===== config.mk =====
export PLATFORM = sky130hd
export DESIGN_NAME = fpu_seq_divider
export DESIGN_NICKNAME = d
export VERILOG_FILES = /design/src/rtl/fpu_seq_divider.sv
export SDC_FILE = /design/constraint.sdc
export NUM_CORES = 1
export LEC_CHECK = 0
export ABC_AREA = 0
export BUFFER_PORTS_ARGS = -buffer_cell sky130_fd_sc_hd__buf_2
export CAP_MARGIN = 20
export CORE_UTILIZATION = 35
export DETAILED_ROUTE_END_ITERATION = 6
export PLACE_DENSITY = 0.53
export SYNTH_ARGS = -nofsm -noshare
export SYNTH_HDL_FRONTEND = slang
export SYNTH_SLANG_ARGS = --single-unit
export TNS_END_PERCENT = 30

===== constraint.sdc =====
create_clock -name CLK -period 11.4 [get_ports CLK]
set_clock_uncertainty 0.05 [all_clocks]
set_input_delay 2.28 -clock CLK [delete_from_list [all_inputs] [get_ports CLK]]
set_output_delay 2.28 -clock CLK [all_outputs]
set_load 0.03 [all_outputs]

===== src/rtl/fpu_seq_divider.sv =====
// Purpose : multi-cycle floating-point divider, radix-2 restoring, one quotient bit per clock, RNE.
// Latency : MAN_W+6 cycles for normal operands, 2 cycles for special cases (counting the accept cycle).
// Backpressure: in_ready only in IDLE; result/flags held in DONE until out_ready; one op in flight.
//
// Ports:
//   CLK, RESET_N          clock (rising edge), asynchronous active-low reset
//   in_valid/in_ready     operand handshake (a_operand dividend, b_operand divisor)
//   out_valid/out_ready   result handshake (result quotient, flags {invalid, div_by_zero, overflow, underflow})
//   busy                  high whenever the divider is not idle
module fpu_seq_divider #(
  parameter int EXP_W = 8,
  parameter int MAN_W = 23
) (
  input  logic                     CLK,
  input  logic                     RESET_N,
  input  logic                     in_valid,
  output logic                     in_ready,
  input  logic [EXP_W+MAN_W:0]     a_operand,
  input  logic [EXP_W+MAN_W:0]     b_operand,
  output logic                     out_valid,
  input  logic                     out_ready,
  output logic [EXP_W+MAN_W:0]     result,
  output logic [3:0]               flags,
  output logic                     busy
);

  localparam int W       = 1 + EXP_W + MAN_W;
  localparam int BIAS    = 2**(EXP_W-1) - 1;
  localparam int EXP_MAX = 2**EXP_W - 1;
  localparam int Q       = MAN_W + 3;   // integer bit, fraction, guard, round
  localparam int CW      = $clog2(Q);
  localparam int RW      = MAN_W + 3;   // remainder width: rem < 2*mb always

  typedef enum logic [2:0] {IDLE, PREP, DIV, ROUND, DONE} state_t;

  state_t state_q, state_d;

  logic [W-1:0]         a_q, b_q;
  logic                 sign_q;
  logic [EXP_W+1:0]     exp_q;          // two's complement, read as signed
  logic [RW-1:0]        rem_q, mb_q;
  logic [Q-1:0]         quo_q;
  logic [CW-1:0]        cnt_q;
  logic [W-1:0]         result_q;
  logic [3:0]           flags_q;

  assign in_ready  = (state_q == IDLE);
  assign busy      = (state_q != IDLE);
  assign out_valid = (state_q == DONE);
  assign result    = result_q;
  assign flags     = flags_q;

  // ---------------- unpack / special-case detection ----------------
  logic [EXP_W-1:0] ea, eb;
  logic [MAN_W-1:0] fa, fb;
  logic             sgn;
  logic             a_zero, b_zero, a_inf, b_inf, a_nan, b_nan;
  logic             spec_hit;
  logic [W-1:0]     spec_res;
  logic [3:0]       spec_flags;
  logic [RW-1:0]    ma_ext, mb_ext, ma_adj;
  logic             e_adj;
  logic [EXP_W+1:0] exp_prep;

  always_comb begin
    ea  = a_q[W-2:MAN_W];
    eb  = b_q[W-2:MAN_W];
    fa  = a_q[MAN_W-1:0];
    fb  = b_q[MAN_W-1:0];
    sgn = a_q[W-1] ^ b_q[W-1];
    // exponent field of zero means zero or subnormal; both treated as zero
    a_zero = (ea == '0);
    b_zero = (eb == '0);
    a_inf  = (ea == '1) && (fa == '0);
    b_inf  = (eb == '1) && (fb == '0);
    a_nan  = (ea == '1) && (fa != '0);
    b_nan  = (eb == '1) && (fb != '0);

    spec_hit   = 1'b1;
    spec_res   = '0;
    spec_flags = '0;
    if (a_nan || b_nan || (a_zero && b_zero) || (a_inf && b_inf)) begin
      spec_res   = {1'b0, {EXP_W{1'b1}}, 1'b1, {(MAN_W-1){1'b0}}};
      spec_flags = 4'b1000;
    end else if (a_inf) begin
      spec_res = {sgn, {EXP_W{1'b1}}, {MAN_W{1'b0}}};
    end else if (b_zero) begin
      spec_res   = {sgn, {EXP_W{1'b1}}, {MAN_W{1'b0}}};
      spec_flags = 4'b0100;
    end else if (a_zero || b_inf) begin
      spec_res = {sgn, {(W-1){1'b0}}};
    end else begin
      spec_hit = 1'b0;
    end

    // pre-normalise so the first quotient bit is always 1
    ma_ext = {3'b001, fa};
    mb_ext = {3'b001, fb};
    e_adj  = (ma_ext < mb_ext);
    ma_adj = e_adj ? (ma_ext << 1) : ma_ext;
    exp_prep = {2'b00, ea} - {2'b00, eb} + (EXP_W+2)'(BIAS) - (EXP_W+2)'(e_adj);
  end

  // ---------------- restoring division step ----------------
  logic          ge;
  logic [RW-1:0] rem_nx;

  always_comb begin
    ge     = (rem_q >= mb_q);
    rem_nx = ge ? ((rem_q - mb_q) << 1) : (rem_q << 1);
  end

  // ---------------- round and pack ----------------
  logic             sticky, rnd_up, carry;
  logic [MAN_W+1:0] man_r;
  logic [EXP_W+1:0] exp_r;
  logic [W-1:0]     round_res;
  logic [3:0]       round_flags;

  always_comb begin
    sticky = (rem_q != '0);
    rnd_up = quo_q[1] && (quo_q[0] || sticky || quo_q[2]);
    man_r  = {1'b0, quo_q[Q-1:2]} + (MAN_W+2)'(rnd_up);
    carry  = man_r[MAN_W+1];
    exp_r  = exp_q + (EXP_W+2)'(carry);

    round_res   = {sign_q, exp_r[EXP_W-1:0], carry ? {MAN_W{1'b0}} : man_r[MAN_W-1:0]};
    round_flags = '0;
    if ($signed(exp_r) >= $signed((EXP_W+2)'(EXP_MAX))) begin
      round_res   = {sign_q, {EXP_W{1'b1}}, {MAN_W{1'b0}}};
      round_flags = 4'b0010;
    end else if ($signed(exp_r) < $signed((EXP_W+2)'(1))) begin
      round_res   = {sign_q, {(W-1){1'b0}}};
      round_flags = 4'b0001;
    end
  end

  // ---------------- FSM ----------------
  always_ff @(posedge CLK or negedge RESET_N) begin
    if (!RESET_N) state_q <= IDLE;
    else          state_q <= state_d;
  end

  always_comb begin
    state_d = state_q;
    case (state_q)
      IDLE:    if (in_valid) state_d = PREP;
      PREP:    state_d = spec_hit ? DONE : DIV;
      DIV:     if (cnt_q == CW'(Q-1)) state_d = ROUND;
      ROUND:   state_d = DONE;
      DONE:    if (out_ready) state_d = IDLE;
      default: state_d = IDLE;
    endcase
  end

  // ---------------- datapath ----------------
  always_ff @(posedge CLK or negedge RESET_N) begin
    if (!RESET_N) begin
      a_q      <= '0;
      b_q      <= '0;
      sign_q   <= 1'b0;
      exp_q    <= '0;
      rem_q    <= '0;
      mb_q     <= '0;
      quo_q    <= '0;
      cnt_q    <= '0;
      result_q <= '0;
      flags_q  <= '0;
    end else begin
      case (state_q)
        IDLE: begin
          if (in_valid) begin
            a_q <= a_operand;
            b_q <= b_operand;
          end
        end
        PREP: begin
          sign_q <= sgn;
          exp_q  <= exp_prep;
          rem_q  <= ma_adj;
          mb_q   <= mb_ext;
          quo_q  <= '0;
          cnt_q  <= '0;
          if (spec_hit) begin
            result_q <= spec_res;
            flags_q  <= spec_flags;
          end
        end
        DIV: begin
          quo_q <= {quo_q[Q-2:0], ge};
          rem_q <= rem_nx;
          cnt_q <= cnt_q + 1'b1;
        end
        ROUND: begin
          result_q <= round_res;
          flags_q  <= round_flags;
        end
        default: ;
      endcase
    end
  end

endmodule


Word-level counts from Yosys, hierarchy flattened. Index checks and enable logic that the tools add are counted.

Equality and inequality tests: 11. Add/subtract/negate cells: 7. Div/mod/pow operators: 0. Shifts and indexed selects: 0. $mul: 0. Multiplexer cells: 30. Bitwise logic cells: 1. Reductions and logical operators: 27. $lt $le $gt $ge: 4.

Operator list (count): 32-bit 2-to-1 mux (5); 26-bit one-hot mux with 2 select lines (2); 32-bit one-hot mux with 2 select lines (1); 31-bit 2-to-1 mux (2); 23-bit zero test (2); 23-bit nonzero test (2); 26-bit by 24-bit greater-or-equal comparator with 1-bit output (1); 26-bit 2-to-1 mux (1); 26-bit nonzero test (1); 24-bit by 1-bit adder with 25-bit output (1); 25-bit 2-to-1 mux (1); 25-bit by 24-bit subtractor with 25-bit output (1); 24-bit less-than comparator (1); 23-bit 2-to-1 mux (1); 3-bit 2-to-1 mux (6); 8-bit equality test, second input constant (2); 8-bit zero test (2); 3-bit one-hot mux with 5 select lines (1); 10-bit by 1-bit adder with 10-bit output (1); 9-bit by 8-bit adder with 10-bit output, second input constant (1); 10-bit by 9-bit greater-or-equal comparator with 1-bit output, second input constant (1); 10-bit by 2-bit less-than comparator with 1-bit output, second input constant (1); 5-bit one-hot mux with 2 select lines (1); 10-bit by 1-bit subtractor with 10-bit output (1); 20 further kinds (41).

Memory bits (writable): 0. Memories kept: 0. Memory bits (read-only): 0. Output and inout bits: 39. Logic and storage cells: 91. Bits in latches: 0. Bits in registers: 195.

Depth between registers and ports, before layout. Gate-level depths: netlist of run 1.

Depth after elaboration: 10. Mapped depth: 18. Mapped depth without buffers: 16.

Worst setup path before layout of run 1. No wires, ideal clock.

Kind: flip-flop to flip-flop. Start point: register a_q[9]. End point: register exp_q[9]. Setup time: 0.110 ns. Stages on the path, launching flop included: 16. Data arrival time: 3.625 ns. Buffers on the path: 1. Setup slack: 7.614 ns. Period minus slack after synthesis: 3.786 ns. Data required time: 11.240 ns. Path through: dfrtp_1 ha_1 a21o_1 a2111o_1 o2111ai_1 nand3_2 buf_2 ha_1 ha_1 fa_1 a21o_1 a21o_1 a21o_1 a21oi_1 nor2b_1 o41ai_1.

Cells in the longest elaborated chain, start to end: 2.

RTL lines: start: declaration (RTL line 38) `logic [W-1:0] a_q, b_q;`; start signal: assignment (RTL line 173) `a_q <= a_operand;`; 24-bit less-than comparator (RTL line 99) `e_adj = (ma_ext < mb_ext);`; 10-bit by 1-bit subtractor with 10-bit output (RTL line 101) `exp_prep = {2'b00, ea} - {2'b00, eb} + (EXP_W+2)'(BIAS) - (EXP_W+2)'(e_adj);`; end signal: assignment (RTL line 179) `exp_q <= exp_prep;`; end: declaration (RTL line 40) `logic [EXP_W+1:0] exp_q;`.

No other way between the ends. A chain may end at the register's enable or synchronous reset.

Worst setup path after layout of run 1.
Start point: register quo_q[1]. End point: register result_q[6] (netlist: result[6]).

Cells in the longest elaborated chain, start to end: 7. Elaborated cells on any way between the ends: 9. Those cells by class: add/sub (2); order compare (2); mux (4); reduce/logical (1).

RTL lines: start: declaration (RTL line 42) `logic [Q-1:0] quo_q;`; start signal: assignment (RTL line 190) `quo_q <= {quo_q[Q-2:0], ge};`; 1-bit logical AND (*) (RTL line 122) `rnd_up = quo_q[1] && (quo_q[0] || sticky || quo_q[2]);`; 24-bit by 1-bit adder with 25-bit output (*) (RTL line 123) `man_r = {1'b0, quo_q[Q-1:2]} + (MAN_W+2)'(rnd_up);`; 10-bit by 1-bit adder with 10-bit output (RTL line 125) `exp_r = exp_q + (EXP_W+2)'(carry);`; 10-bit by 2-bit less-than comparator with 1-bit output (RTL line 132) `end else if ($signed(exp_r) < $signed((EXP_W+2)'(1))) begin`; 31-bit 2-to-1 mux (RTL line 132); 31-bit 2-to-1 mux (*) (RTL line 129) `if ($signed(exp_r) >= $signed((EXP_W+2)'(EXP_MAX))) begin`; 32-bit one-hot mux with 2 select lines (*) (RTL line 170) `case (state_q)`; end signal: assignment (RTL line 185) `result_q <= spec_res;`; end signal: assignment (RTL line 195) `result_q <= round_res;`; end: declaration (RTL line 44) `logic [W-1:0] result_q;`.

Mark *: on every way between the ends. The rest lies on a longest branch, timed or not.

==> results of run 1 <==
state kept, by name, indices dropped and copies added (netlist names):
signal and flops:
b_q 32, sign_q 1, a_q 32, state_q 3, result 32, cnt_q 5, exp_q 10, rem_q 26
quo_q 26, flags 4, mb_q 24
logic make-up (layout without fill, tap and decap cells):
group / after synthesis / after routing / share of synthesized area, %
buffers and inverters: 133 / 225 / 4.733
adder cells (fa/ha/maj): 70 / 70 / 7.959
flip-flops: 195 / 195 / 43.23
XOR/XNOR: 65 / 65 / 5.044
AND/OR/NAND/NOR: 341 / 341 / 14.42
AO/OA/AOI/OAI: 321 / 321 / 18.50
multiplexers: 63 / 63 / 6.108
through the flow:
step | utilization (%) | setup slack, ps | hold slack [ps]
6_report | 40.42 | 6800 | 404.9
5_1_grt | 40.42 | 6303 | 428.2
4_1_cts | 40.42 | 6766 | 411.0
3_5_place_dp | 38.49 | 6745 | 391.6
3_3_place_gp | 38.49 | 6905 | 382.1
2_1_floorplan | - | 7614 | 367.5
routing by layer:
metal | vias to the layer above | track usage, %
met1 | 4318 | 25.59
met2 | 190 | 28.77
li1 | 4407 | -
met3 | 45 | 3.570
met4 | 0 | 5.288
met5 | - | 0
worst max-delay path, stage by stage (launching register included):
cell and delay (ps):
dfrtp_1 430, and2_1 160, ha_1 170, and3_1 250, nand3_1 210, nor3_1 410
and3_1 250, and3_1 230, ha_1 260, and3_1 270, and2_1 220, a31oi_1 90
or4_1 490, nor2b_1 160, nand2_1 120, or2_1 490, o21ai_0 190
final timing paths:
path / cells past startpoint / slack (ps) / to
setup reg to reg: 16 / 6800 / result[6]$_DFFE_PN0P_
min in group asynchronous: 1 / 1760 / b_q[28]$_DFFE_PN0P_
hold reg to reg: 2 / 400 / mb_q[23]$_DFFE_PN0P_
setup / recovery: 16 / 6800 / result[6]$_DFFE_PN0P_
max in group asynchronous: 2 / 8210 / rem_q[12]$_DFFE_PN0P_
hold / removal: 2 / 400 / mb_q[23]$_DFFE_PN0P_
layout make-up:
cell class | count | area, um^2
repair buffers | 117 | 621.8
flip-flops and latches | 195 | 4880
inverters | 76 | 285.3
well taps | 402 | 503.0
clock inverters | 15 | 186.4
multi-input cells | 860 | 5886
fillers | 3152 | 18850
clock buffers | 17 | 425.4
cell usage in the layout (no fill, tap or decap), types with 4 or more instances in the layout:
| master | n |
|---|---|
| nand4_1 | 22 |
| a41oi_1 | 5 |
| mux2_2 | 47 |
| dfrtp_1 | 195 |
| nor4_1 | 24 |
| inv_6 | 5 |
| o21bai_1 | 4 |
| clkbuf_16 | 17 |
| clkinv_8 | 4 |
| a21oi_1 | 45 |
| inv_1 | 76 |
| xnor2_1 | 31 |
| nor2b_1 | 13 |
| a221oi_1 | 6 |
| nand2b_1 | 11 |
| o22ai_1 | 23 |
| buf_2 | 105 |
| o22a_1 | 10 |
| nor2_1 | 48 |
| o41ai_1 | 4 |
| and2_1 | 10 |
| o21ai_0 | 122 |
| or2_2 | 4 |
| a211oi_1 | 8 |
| nand3_1 | 20 |
| buf_4 | 11 |
| xor2_1 | 34 |
| a31oi_1 | 6 |
| a21o_1 | 25 |
| mux2i_1 | 16 |
| nand2_1 | 148 |
| ha_1 | 67 |
| nor3_1 | 9 |
| and3_1 | 14 |
| a22o_1 | 25 |
==> impl_metrics.ini, run 1 <==
[layout]
nNetsFinal = 1405
diodes = 0
stdcell_count = 1682
drive_gt1_share_pct = 16.56
syn2layout_area_growth_pct = 13.29
fin_area_um2 = 12790

[route]
route.met2.wl_mm = 13.17
firstDrtPassIters = 5
wl_per_cell_um = 17.22
route.layer.met1.wl_mm = 14.12
ant_nets = 0
drcViolationCount = 0
post_drt_via_cell_ratio = 5.327
dr_wl_met3_mm = 1.096
drt_iter0_markers = 575
highest_layer = met4
wirelength_mm = 28.97
route.vias.total = 8960

[cts]
cts_root_buffer = clkbuf_16
clockBufferDepth = 2
clk-insertion-delay-late_ps = 450
cts_tree = done
post-cts-setup-buffer-count = 0
numCtsBuffers = 17
cts-resized-gates = 0
cts.reportedPaths.clkPinSlew_ps = 80
cts.sinks = 195
h-tree-depth = 4
ctsHoldBuffers = 0

[worst_setup_path]
cp-end-kind = register
arrival_ps = 4860
worstSetupPathType = reg -> reg
cp_max_fo = 21
startpoint = quo_q[1]$_DFFE_PN0P_
start_kind = register
r2r_start = quo_q[1]$_DFFE_PN0P_
required_ps = 11660

[synthesis]
yosysTopAreaCell = dfrtp_1
async_reset_ff_share_pct = 100.0
synth.area.top_cells = dfrtp_1, ha_1, o21ai_0
synth_edf_count = 0
syn_avg_cell_area_um2 = 9.501
syn_area_um2 = 11290
syn-num-nets = 1326
synth_ff_type = dfrtp_1
synth_most_common_cell = dfrtp_1
seq_area_frac_synth_pct = 43.23
ys_ff_latch = 195
synth_commonest_cells = dfrtp_1, nand2_1, o21ai_0
yosys_warnings = 0
syn_inst = 1188
synthDistinctLibCells = 70
synth_top_area_share_pct = 43.23

[timing]
slew_headroom_pct = 31.20
rsz0062_at_grt = no
setup_violations = 0
timing.fmax_mhz = 217.4
drv_slew = 0
worst_pin_slew_ps = 1032
fin_crit_sh_pct = 40.35
period_minus_slack_ps = 4600
tns_ps = 0
finalHoldViolCount = 0

[floorplanning]
core_area_um2 = 31640
dieWidth_um = 181.6
die_area_um2 = 32970
ios = 107
initial_core_util_pct = 35.68
die_h_um = 181.6
rows = 65

[placement]
dp_cells = 1650
gp_congestion = 0.9011
placedInstanceArea_um2 = 12180
hpwlAfterDp_mm = 21.29
io_buffers = 106

[global_route]
grt_pass1_vias = 8811
antenna_found_initial = 0
grt_use_total_pct = 18.35
grt_max_degree = 96
overflow = 0
grt_pass1_wl_mm = 48.10

[outcome]
outcome = finished clean

[worst_hold_path]
hold_class = reg -> reg
min-delay-start = mb_q[23]$_DFFE_PN0P_

[run]
maxCapViolCount = 0
Power of run 1 is not shown: default switching activity piles up to over one toggle a cycle in this logic, so the estimate is an artifact.
==> run 2: changes to the inputs <==
- PLACE_DENSITY: 0.53 -> 0.55
- clock period: 11.4 -> 4 ns (I/O delays scaled with it)
==> impl_metrics.ini, run 2 (synthesis gave the netlist of run 1 again) <==
[outcome]
outcome = finished clean

[worst_setup_path]
path_buf_inv = 0
cp_max_fo = 5
cp.depth = 14
arrival_ps = 4070
worst_r2r_path_depth = 14
required_ps = 4290
worstSetupPathType = reg -> reg
crit_slowest_cell = dfrtp_1
start_kind = register
cpMostUsedCell = a21o_1
crit_family = compound AO/OA/AOI/OAI gates
crit_path_max_incr_delay_ps = 430
r2r_start = a_q[9]$_DFFE_PN0P_
cp-end-kind = register
crit_chain = ha_1 > a21o_1 > a2111o_1 > o2111ai_1 > nand3_2 > ha_1 > ha_1 > fa_1 > a21o_1 > a21o_1 > a21o_1 > a21oi_2 > nor2b_1 > o41ai_1
startpoint = a_q[9]$_DFFE_PN0P_

[floorplanning]
dieWidth_um = 181.6
die_area_um2 = 32970
initial_core_util_pct = 35.68
die_h_um = 181.6
ios = 107
rows = 65
core_area_um2 = 31640

[global_route]
overflow = 0
grtUsageMet2_pct = 30.22
antenna_found_initial = 0
use_met3_pct = 2.888
grt_pass1_vias = 9094
grt.busiest_layer = met2
grt_max_degree = 96
grt_pass1_wl_mm = 49.15
grt_use_total_pct = 18.62
grtUsageMet1_pct = 26.08

[layout]
final_common_cell = dfrtp_1
diodes = 0
n_fill_cell = 3168
multi_input_area_um2 = 5921
seqCellArea_um2 = 4880
stdcell_count = 1692
nNetsFinal = 1416
syn2layout_area_growth_pct = 14.08
mostFrequentLayoutCells = dfrtp_1, nand2_1, o21ai_0
drive_gt1_share_pct = 17.83

[timing]
drv_slew = 0
period_minus_slack_ps = 3785
rsz0062_at_grt = no
slew_headroom_pct = 30.98
fin_crit_sh_pct = 94.63
setup_violations = 0
timing.fmax_mhz = 264.2
worst_pin_slew_ps = 1035
finalHoldViolCount = 0

[cts]
cts_root_buffer = clkbuf_16
h-tree-depth = 4
clockBufferDepth = 2
post-cts-setup-buffer-count = 0
cts.sinks = 195
ctsHoldBuffers = 0
cts_tree = done
cts.reportedPaths.clkPinSlew_ps = 70
numCtsBuffers = 17
clk-insertion-delay-late_ps = 440

[route]
drt_iter0_markers = 578
wirelength_mm = 29.58
firstDrtPassIters = 5
ant_nets = 0
drcViolationCount = 0
wl_per_cell_um = 17.48
post_drt_via_cell_ratio = 5.382
route.vias.total = 9106

[placement]
hpwlAfterDp_mm = 21.63
dp_cells = 1661
gp_congestion = 0.8787
io_buffers = 106

[worst_hold_path]
hold_class = in -> async

[run]
maxCapViolCount = 0
## run 2: changes by cell type in the layout (fill, tap and decap cells not counted), sizes merged
cell      previous run  this run
bufinv               1         0
clkbuf              18        19
inv                 84        85
clkinv               6         1
buf                116       127
clkinvlp             0         3
## run 2: layer usage
metal	wire, um	share of wire [%]	vias up
li1	-	-	4419
met1	14430	49	4447
met2	13600	46	218
met3	1251	4.2	22
met4	295	1.0	0
met5	0	0	-
## run 2: final timing paths
check	endpoint	slack (ps)
min	result[29]$_DFFE_PN0P_	370
max in group asynchronous	mb_q[23]$_DFFE_PN0P_	2740
max	exp_q[9]$_DFFE_PN0P_	210
min reg2reg	mb_q[23]$_DFFE_PN0P_	400
max reg2reg	exp_q[9]$_DFFE_PN0P_	210
min in group CLK	mb_q[23]$_DFFE_PN0P_	400
## run 2: layout make-up
| cell class | count | area share [%] |
|---|---|---|
| Inverter | 76 | 2.216 |
| Timing Repair Buffer | 128 | 5.694 |
| Sequential cell | 195 | 37.90 |
| Multi-Input combinational cell | 860 | 45.98 |
| Tap cell | 402 | 3.906 |
| Clock inverter | 13 | 0.8940 |
| Clock buffer | 18 | 3.411 |
## run 2: repair_timing
item | 4_1_cts | 5_1_grt
endpoints found under the setup margin | 21 | 32
pin swaps | 0 | 1
gates resized for setup | 1 | 11
## run 2: metrics by stage
| step | hold slack [ps] | instance area, um^2 | utilization (%) | setup TNS [ps] | setup slack [ps] |
|---|---|---|---|---|---|
| 2_1_floorplan | 367.5 | 11290 | - | 0 | 214.4 |
| 3_3_place_gp | 385.7 | 12280 | 38.83 | 0 | 59.50 |
| 3_5_place_dp | 386.0 | 12280 | 38.83 | -782.6 | -65.37 |
| 4_1_cts | 403.7 | 12840 | 40.59 | 0 | 12.61 |
| 5_1_grt | 414.5 | 12880 | 40.70 | 0 | 14.19 |
| 6_report | 365.6 | 12880 | 40.70 | 0 | 214.8 |
Power of run 2 is left out for the same reason.
==> run 3: changes to the inputs <==
- PLACE_DENSITY: 0.55 -> 0.66
==> impl_metrics.ini, run 3 (synthesis gave the netlist of run 1 again) <==
[timing]
tns_ps = 0
rsz0062_at_grt = no
worst_pin_slew_ps = 1024
finalHoldViolCount = 0
setup_violations = 0
drv_slew = 0
period_minus_slack_ps = 3794
slew_headroom_pct = 31.74
fin_crit_sh_pct = 94.84
setup_ws_ps = 206.5
timing.fmax_mhz = 263.6

[route]
post_drt_via_cell_ratio = 5.377
route.vias.total = 9103
firstDrtPassIters = 5
drcViolationCount = 0
wl_per_cell_um = 16.79
ant_nets = 0
wirelength_mm = 28.43
drt_iter0_markers = 661

[placement]
hpwlAfterDp_mm = 20.60
dp_slack_ps = 21.52
io_buffers = 106
placedInstanceArea_um2 = 12270
gp_congestion = 0.9391

[worst_setup_path]
cp-end-kind = register
worst_r2r_path_depth = 14
required_ps = 4290
startpoint = a_q[9]$_DFFE_PN0P_
worstSetupPathType = reg -> reg
cp_max_fo = 5
r2r_end = exp_q[9]$_DFFE_PN0P_
r2r_slack_ps = 210
r2r_start = a_q[9]$_DFFE_PN0P_
start_kind = register
arrival_ps = 4090

[layout]
multi_input_area_um2 = 5928
drive_gt1_share_pct = 17.89
mostFrequentLayoutCells = dfrtp_1, nand2_1, o21ai_0
n_fill_cell = 3096
syn2layout_area_growth_pct = 14.40
nNetsFinal = 1416
final_common_cell = dfrtp_1
diodes = 0
fin_area_um2 = 12910
seqCellArea_um2 = 4880

[cts]
clockBufferDepth = 2
cts_tree = done
cts-resized-gates = 0
ctsHoldBuffers = 0
post-cts-setup-buffer-count = 0
numCtsBuffers = 17
clk-insertion-delay-late_ps = 450
h-tree-depth = 4
cts.sinks = 195
cts_root_buffer = clkbuf_16
cts.reportedPaths.clkPinSlew_ps = 80

[floorplanning]
die_h_um = 181.6
core_area_um2 = 31640
rows = 65
die_area_um2 = 32970
initial_core_util_pct = 35.68
dieWidth_um = 181.6
ios = 107

[global_route]
grt_pass1_vias = 8818
overflow = 0
antenna_found_initial = 0
grt_pass1_wl_mm = 46.62
grt_use_total_pct = 17.72
grt_max_degree = 96

[outcome]
outcome = finished clean

[run]
maxCapViolCount = 0

[worst_hold_path]
hold_class = in -> async
run 3: area by class of cell:
class                   count  share of cell area (%)
inverters                  76                   2.209
clock inverters            14                   1.289
clock buffers              18                   3.324
multi-input cells         860                   45.91
flip-flops and latches    195                   37.79
repair buffers            128                   5.581
well taps                 402                   3.895
run 3: critical path, cell delays in order (launching register included):
cell and delay, ps:
dfrtp_1 420, ha_1 330, a21o_1 180, a2111o_1 410
o2111ai_1 230, nand3_2 170, ha_1 240, ha_1 210
fa_1 400, a21o_1 180, a21o_1 200, a21o_1 200
a21oi_2 180, nor2b_1 60, o41ai_1 240
run 3: how the worst max path moves through the flow:
stage	endpoint	depth (start not counted)
after global placement	result[3]$_DFFE_PN0P_	17
after detailed placement	result[5]$_DFFE_PN0P_	17
after floorplan	exp_q[9]$_DFFE_PN0P_	15
after global routing	exp_q[9]$_DFFE_PN0P_	15
after CTS	result[5]$_DFFE_PN0P_	17
final	exp_q[9]$_DFFE_PN0P_	14
run 3: routing by layer:
metal / GRT usage [%] / vias to the layer above / routed length (um)
li1: - / 4429 / -
met1: 25.05 / 4400 / 13850
met2: 27.23 / 243 / 12650
met3: 3.650 / 31 / 1461
met4: 5.119 / 0 / 471
met5: 0 / - / 0
run 3: stage by stage:
stage / std cells / hold WS [ps] / utilization, %
2_1_floorplan: 1188 / 367.5 / -
3_3_place_gp: 1661 / 381.6 / 38.79
4_1_cts: 1693 / 370.6 / 40.67
6_report: 1693 / 354.1 / 40.81
5_1_grt: 1693 / 397.4 / 40.81
3_5_place_dp: 1661 / 394.0 / 38.79
Power of run 3 is left out for the same reason.
